### src/rtl/uart_pkg.sv
// Shared definitions for the framed UART receiver: parity modes, FSM encoding
// and the 3-sample majority vote.
package uart_pkg;

  localparam int PARITY_NONE = 0;
  localparam int PARITY_ODD  = 1;
  localparam int PARITY_EVEN = 2;

  typedef enum logic [2:0] {
    ST_IDLE,
    ST_START,
    ST_DATA,
    ST_PARITY,
    ST_STOP,
    ST_WAIT_HIGH
  } rx_state_e;

  function automatic logic majority3(input logic a, input logic b, input logic c);
    return (a & b) | (a & c) | (b & c);
  endfunction

endpackage

### src/rtl/uart_rx_sampler.sv
// Two-flop synchronizer for the serial line plus the mid-bit 3-sample majority
// voter; the vote is valid on the baud tick where the counter is at OVERSAMPLE/2+1.
module uart_rx_sampler
  import uart_pkg::*;
#(
  parameter int OVERSAMPLE = 16,
  parameter int CNT_W      = $clog2(OVERSAMPLE)
) (
  input  logic             clk_i,
  input  logic             reset_ni,
  input  logic             rx_i,
  input  logic             baud_i,
  input  logic [CNT_W-1:0] cnt_i,
  output logic             rx_sync_o,
  output logic             vote_o
);

  localparam logic [CNT_W-1:0] C_S0 = CNT_W'(OVERSAMPLE / 2 - 1);
  localparam logic [CNT_W-1:0] C_S1 = CNT_W'(OVERSAMPLE / 2);

  logic [1:0] r_sync;
  logic [1:0] r_samp;

  // NOTE: the synchronizer resets to the idle line level so leaving reset can
  // never look like a start bit.
  always_ff @(posedge clk_i or negedge reset_ni) begin
    if (!reset_ni) begin
      r_sync <= 2'b11;
      r_samp <= 2'b00;
    end else begin
      // NOTE: non-blocking assignments keep every flop sampling pre-edge values.
      r_sync <= {r_sync[0], rx_i};
      if (baud_i && (cnt_i == C_S0)) r_samp[0] <= r_sync[1];
      if (baud_i && (cnt_i == C_S1)) r_samp[1] <= r_sync[1];
    end
  end

  assign rx_sync_o = r_sync[1];
  assign vote_o    = majority3(r_samp[0], r_samp[1], r_sync[1]);

endmodule

### src/rtl/uart_rx_framed.sv
// Oversampling UART receiver with optional parity, 1 or 2 checked stop bits,
// break detection and a one-deep valid/ready output holding register.
module uart_rx_framed
  import uart_pkg::*;
#(
  parameter int WORD_BITS  = 8,
  parameter int OVERSAMPLE = 16,
  parameter int PARITY     = 0,
  parameter int STOP_BITS  = 1
) (
  input  logic                 clk_i,
  input  logic                 reset_ni,
  input  logic                 rx_i,
  input  logic                 baud_i,
  output logic [WORD_BITS-1:0] data_o,
  output logic                 valid_o,
  input  logic                 ready_i,
  output logic                 parity_err_o,
  output logic                 frame_err_o,
  output logic                 break_o,
  output logic                 overrun_o,
  output logic                 busy_o
);

  localparam int CNT_W = $clog2(OVERSAMPLE);
  localparam logic [CNT_W-1:0] C_VOTE      = CNT_W'(OVERSAMPLE / 2 + 1);
  localparam logic [CNT_W-1:0] C_LAST      = CNT_W'(OVERSAMPLE - 1);
  localparam logic [3:0]       C_DATA_N    = 4'(WORD_BITS);
  localparam logic [3:0]       C_STOP_LAST = 4'(STOP_BITS - 1);

  rx_state_e              r_state, w_next;
  logic [CNT_W-1:0]       r_cnt;
  logic [3:0]             r_bit_cnt;
  logic [WORD_BITS-1:0]   r_shift;
  logic                   r_par_bit, r_stop_hi, r_stop_lo;
  logic [WORD_BITS-1:0]   r_data;
  logic                   r_valid, r_par_err, r_frame_err, r_break, r_overrun;
  logic                   w_rx_sync, w_vote, w_vote_tick, w_bit_end, w_complete;
  logic                   w_stop_low, w_par_exp, w_par_err, w_break;

  uart_rx_sampler #(.OVERSAMPLE(OVERSAMPLE), .CNT_W(CNT_W)) u_sampler (
    .clk_i     (clk_i),
    .reset_ni  (reset_ni),
    .rx_i      (rx_i),
    .baud_i    (baud_i),
    .cnt_i     (r_cnt),
    .rx_sync_o (w_rx_sync),
    .vote_o    (w_vote)
  );

  assign w_vote_tick = baud_i && (r_cnt == C_VOTE);
  assign w_bit_end   = baud_i && (r_cnt == C_LAST);
  assign w_complete  = (r_state == ST_STOP) && w_vote_tick && (r_bit_cnt == C_STOP_LAST);
  assign w_stop_low  = r_stop_lo | ~w_vote;
  assign w_par_exp   = (^r_shift) ^ (PARITY == PARITY_ODD);
  assign w_par_err   = (PARITY != PARITY_NONE) && (r_par_bit != w_par_exp);
  assign w_break     = (r_shift == '0) && ((PARITY == PARITY_NONE) || !r_par_bit) &&
                       !r_stop_hi && !w_vote;

  always_ff @(posedge clk_i or negedge reset_ni) begin
    if (!reset_ni) r_state <= ST_IDLE;
    else           r_state <= w_next;
  end

  always_comb begin
    // NOTE: default first so no path through the case leaves w_next unassigned (no latch).
    w_next = r_state;
    unique case (r_state)
      ST_IDLE:      if (!w_rx_sync) w_next = ST_START;
      ST_START: begin
        if (w_vote_tick && w_vote) w_next = ST_IDLE;
        else if (w_bit_end)        w_next = ST_DATA;
      end
      ST_DATA:      if (w_bit_end && (r_bit_cnt == C_DATA_N))
                      w_next = (PARITY != PARITY_NONE) ? ST_PARITY : ST_STOP;
      ST_PARITY:    if (w_bit_end) w_next = ST_STOP;
      ST_STOP:      if (w_complete) w_next = w_stop_low ? ST_WAIT_HIGH : ST_IDLE;
      ST_WAIT_HIGH: if (w_rx_sync) w_next = ST_IDLE;
      default:      w_next = ST_IDLE;
    endcase
  end

  always_ff @(posedge clk_i or negedge reset_ni) begin
    if (!reset_ni) begin
      r_cnt     <= '0;
      r_bit_cnt <= '0;
      r_shift   <= '0;
      r_par_bit <= 1'b0;
      r_stop_hi <= 1'b0;
      r_stop_lo <= 1'b0;
    end else begin
      if ((r_state == ST_IDLE) || (r_state == ST_WAIT_HIGH)) r_cnt <= '0;
      else if (baud_i) r_cnt <= (r_cnt == C_LAST) ? '0 : r_cnt + 1'b1;

      case (r_state)
        ST_IDLE: begin
          r_bit_cnt <= '0;
          r_par_bit <= 1'b0;
          r_stop_hi <= 1'b0;
          r_stop_lo <= 1'b0;
        end
        ST_DATA: begin
          if (w_vote_tick) begin
            r_shift   <= {w_vote, r_shift[WORD_BITS-1:1]};
            r_bit_cnt <= r_bit_cnt + 1'b1;
          end
          if (w_bit_end && (r_bit_cnt == C_DATA_N)) r_bit_cnt <= '0;
        end
        ST_PARITY: if (w_vote_tick) r_par_bit <= w_vote;
        ST_STOP: begin
          if (w_vote_tick) begin
            r_bit_cnt <= r_bit_cnt + 1'b1;
            if (w_vote) r_stop_hi <= 1'b1;
            else        r_stop_lo <= 1'b1;
          end
        end
        default: ;
      endcase
    end
  end

  // A completed frame loads unless the held one is still unaccepted; then it is dropped.
  always_ff @(posedge clk_i or negedge reset_ni) begin
    if (!reset_ni) begin
      r_data      <= '0;
      r_valid     <= 1'b0;
      r_par_err   <= 1'b0;
      r_frame_err <= 1'b0;
      r_break     <= 1'b0;
      r_overrun   <= 1'b0;
    end else begin
      r_overrun <= 1'b0;
      if (w_complete) begin
        if (!r_valid || ready_i) begin
          r_data      <= r_shift;
          r_valid     <= 1'b1;
          r_par_err   <= w_par_err;
          r_frame_err <= w_stop_low;
          r_break     <= w_break;
        end else begin
          r_overrun <= 1'b1;
        end
      end else if (r_valid && ready_i) begin
        r_valid <= 1'b0;
      end
    end
  end

  assign data_o       = r_data;
  assign valid_o      = r_valid;
  assign parity_err_o = r_par_err;
  assign frame_err_o  = r_frame_err;
  assign break_o      = r_break;
  assign overrun_o    = r_overrun;
  assign busy_o       = (r_state != ST_IDLE);

endmodule

### config.mk
export PLATFORM = sky130hd
export DESIGN_NAME = uart_rx_framed
export DESIGN_NICKNAME = d
export VERILOG_FILES = /design/src/rtl/uart_pkg.sv /design/src/rtl/uart_rx_sampler.sv /design/src/rtl/uart_rx_framed.sv
export SDC_FILE = /design/constraint.sdc
export NUM_CORES = 1
export LEC_CHECK = 0
export CORE_MARGIN = 4
export CORE_UTILIZATION = 55
export CTS_CLUSTER_DIAMETER = 30
export DETAILED_ROUTE_END_ITERATION = 16
export PLACE_DENSITY = 0.86
export SLEW_MARGIN = 10
export SYNTH_ARGS = -nofsm -noshare
export SYNTH_HDL_FRONTEND = slang
export SYNTH_SLANG_ARGS = --single-unit
### constraint.sdc
create_clock -name clk_i -period 2.55 [get_ports clk_i]
set_input_delay 0.51 -clock clk_i [delete_from_list [all_inputs] [get_ports clk_i]]
set_output_delay 0.51 -clock clk_i [all_outputs]
set_load 0.005 [all_outputs]
==> flow_summary_export.csv <==
group,metric,value,unit
worst_setup_path,r2r-start,"r_cnt[1]",
worst_setup_path,slowest_stage,"dfrtp_1",
worst_hold_path,worst_hold_startpoint,"u_sampler.r_sync[0]",
placed_design,detailedPlacementHpwl,2400,um
worst_setup_path,critical_path_buf_inv_count,2,
worst_setup_path,critical_path.top_delay_family,"flip-flops",
worst_setup_path,worstPathCellList,"nor3_1, inv_1, clkdlybuf4s50_1",
worst_setup_path,cp.arrival,1.83,ns
global_route,global_route_wire_length_before_repair,5850,um
detailed_routing,post_drt_antenna_nets,0,
global_route,globalRouteOverflowTotal,0,
yosys,yosysWarningCount,0,
placed_design,buffer_ports.inserted,17,
detailed_routing,detail_route.iter0.violations,67,
worst_setup_path,rr_worst_depth,7,
timing,tightest_slew,0.525,ns
floorplanning,number_of_placed_i_o_pins,19,
detailed_routing,wire_length_after_detailed_routing,3260,um
clock_tree,clock_root_buffer,"clkbuf_4",
floorplanning,die_width,65.6,um
status,status,"completed",
detailed_routing,first_pass_iters,4,
power_and_ir_drop,power_per_cell_area,741,nW/um^2
floorplanning,std_cell_rows,20,
global_route,first_global_vias,1310,
job,max-cap-violations,0,
yosys,syn-instance-count,159,
yosys,ys_seq_elements,37,
power_and_ir_drop,static_power_due_to_leakage,1.01,nW
yosys,synth_top_cell_area_share,0.480,
final_layout,finish.net_count,189,
timing,drv_slew,0,
yosys,synth_area_leader,"dfrtp_1",
detailed_routing,detailroute.via_count,1257,
timing,finalHoldViolations,0,
worst_hold_path,timing.hold.worst_path_depth,0,
clock_tree,cts_setup_buffers,0,
timing,worst_slew_margin_rel,0.650,
clock_tree,postCtsHoldBufs,0,
yosys,synth_top_cells_by_area,"dfrtp_1 48%, mux2_2 8.0%, mux2_4 5.8%",
yosys,netlist_area,1820,sq um
yosys,synthesized_nets,169,
timing,setup_violations,0,
timing,skew,0.0116,ns
yosys,postSynth.topFlopCell,"dfrtp_1",
yosys,netlist-cell-type-count,38,
floorplanning,floorplan.initialDensity,0.588,
clock_tree,numClockSinks,37,
floorplanning,die_h,65.6,um
detailed_routing,detail_route.vias_per_cell,5.61,
yosys,synth_most_common_cell,"dfrtp_1",
clock_tree,tritoncts.num_buffers,5,
final_layout,count_of_antenna_diodes_in_the_layout,0,
power_and_ir_drop,ir_drop,0.316,mV
worst_setup_path,crit_start_category,"register",
worst_setup_path,path_max_fanout,14,
worst_setup_path,required,2.04,ns
yosys,edff_count_synth,0,
global_route,grt_start_max_net_pins,38,
worst_setup_path,r2r_setup_slack,0.56,ns
worst_setup_path,timing.critical_path.to_type,"primary output",
final_layout,fin_area,2120,sq um
yosys,synth_sequential_area_ratio,0.509,
timing,final_period_minus_worst_setup_slack,2.34,ns
detailed_routing,routedWlPerCell,14.5,um
worst_setup_path,cpPeakStageDelay,0.56,ns
clock_tree,htree_levels,2,
clock_tree,tritoncts_clock_tree,"done",
yosys,avgSynthCellArea,11.5,sq um
global_route,track_usage,0.178,
detailed_routing,post-route-drc-count,0,
clock_tree,clk_pin_slew_worst_paths,0.11,ns
timing,period_share,0.919,
timing,fmax,427,MHz
clock_tree,resized_after_cts,0,
clock_tree,clock_latency,0.34,ns
final_layout,layout-drive-gt1-share,0.206,
placed_design,place_congestion,0.937,
floorplanning,full_die_area,4300,sq um
global_route,antenna_found_initial,0,
final_layout,fillerInstances,255,
timing,final.setup.tns,0,ns
yosys,async_set_or_reset_register_ratio_after_synthesis,1.00,
timing,grt_setup_unrepaired,"false",
worst_hold_path,hold_path_class,"register to register",
worst_hold_path,timing.hold.worst_endpoint,"u_sampler.r_sync[1]",
yosys,netlist_top_cells_count,"35 x dfrtp_1, 16 x nor2_1, 13 x mux2_2, 9 x nand2_1, 9 x o21ai_0",
worst_setup_path,worstSetupPathType,"register to primary output",
clock_tree,cts_max_path_buffers,2,
final_layout,utilization,0.685,
worst_setup_path,path_depth,3,
placed_design,post_dp_cell_area,2020,sq um
worst_setup_path,worstReg2RegEnd,"r_state[0]",
final_layout,syn2layout_area_growth,16.5,%
floorplanning,core_area,3100,sq um
## worst register-to-register path, stage by stage (launching register included)
cell and delay, ns:
dfrtp_1 0.44, inv_1 0.12, ha_1 0.19, nand4b_4 0.19, nor4_4 0.24, a211o_1 0.15
nor2b_1 0.21, mux2_2 0.36
## routing by layer
layer	part of all wire	routed length, um	GRT usage	vias up
li1	-	-	-	596
met1	0.41	1330	0.211	610
met2	0.52	1690	0.307	40
met3	0.042	136	0.0359	11
met4	0.029	95	0.0855	0
met5	0	0	0	-
## sequential cells by signal, summed over array words and instances, names as in the netlist
register	cells
r_stop_hi	1
u_sampler.r_samp	2
data_o	8
r_state	3
valid_o	1
frame_err_o	1
u_sampler.r_sync	2
r_bit_cnt	4
break_o	1
r_shift	8
r_stop_lo	1
r_cnt	4
overrun_o	1
## metrics by stage
stage                     setup slack (ns)  hold WS [ns]  total power [mW]  std cells
after global placement               0.286         0.348              1.06        216
after floorplan                      0.738         0.214             0.986        159
after detailed placement             0.216         0.350              1.09        216
final                                0.206         0.356              1.57        224
after CTS                            0.186         0.362              1.59        224
after global routing                0.0701         0.354              1.68        224
## placed cells by master (no fill, tap or decap), drive strengths merged, types with 2 or more instances in the layout
| cell | instances |
|---|---|
| nand2b | 3 |
| xor2 | 4 |
| inv | 7 |
| o21ai | 9 |
| nor2b | 2 |
| a21oi | 6 |
| mux2i | 3 |
| nor3b | 2 |
| buf | 3 |
| bufinv | 2 |
| nand4 | 4 |
| ha | 5 |
| nor2 | 16 |
| or4 | 2 |
| nor4 | 2 |
| nand3 | 3 |
| dfstp | 2 |
| dfrtp | 35 |
| a31oi | 2 |
| nor3 | 5 |
| clkdlybuf4s50 | 17 |
| nand2 | 9 |
| clkbuf | 5 |
| mux2 | 20 |
| nand4b | 3 |
## cell type report
class / instances / area (sq um) / share of cell area
clock buffer: 5 / 37.5 / 0.0177
tap: 44 / 55.1 / 0.0259
sequential: 37 / 928 / 0.437
inverter: 7 / 26.3 / 0.0124
multi-input combinational: 108 / 820 / 0.386
timing repair buffer: 20 / 193 / 0.0907
clock inverter: 3 / 65.1 / 0.0306
## cell families (layout without fill, tap and decap cells)
family,Yosys count,count (layout),share of synthesized area
other,1,1,0.00206
XOR/XNOR,4,4,0.0192
AND/OR/NAND/NOR,52,52,0.165
adder cells (fa/ha/maj),6,6,0.0398
flip-flops,37,37,0.509
buffers and inverters,14,35,0.0418
AO/OA/AOI/OAI,22,22,0.0686
multiplexers,23,23,0.154
## power by group
part / internal [mW] / switching [mW]
Clock: 0.304 / 0.189
Combinational: 0.158 / 0.185
Sequential: 0.631 / 0.109
Total: 1.09 / 0.482
## how the worst max path moves through the flow
stage	from	slack, ns	endpoint
global route	r_state[0]	0.07	busy_o
CTS	r_state[0]	0.19	busy_o
floorplan	r_cnt[1]	0.74	r_shift[0]
finish	r_state[2]	0.21	busy_o
global placement	baud_i	0.29	r_state[0]
detailed placement	baud_i	0.22	r_state[0]
(Power assumes the default switching activity.)
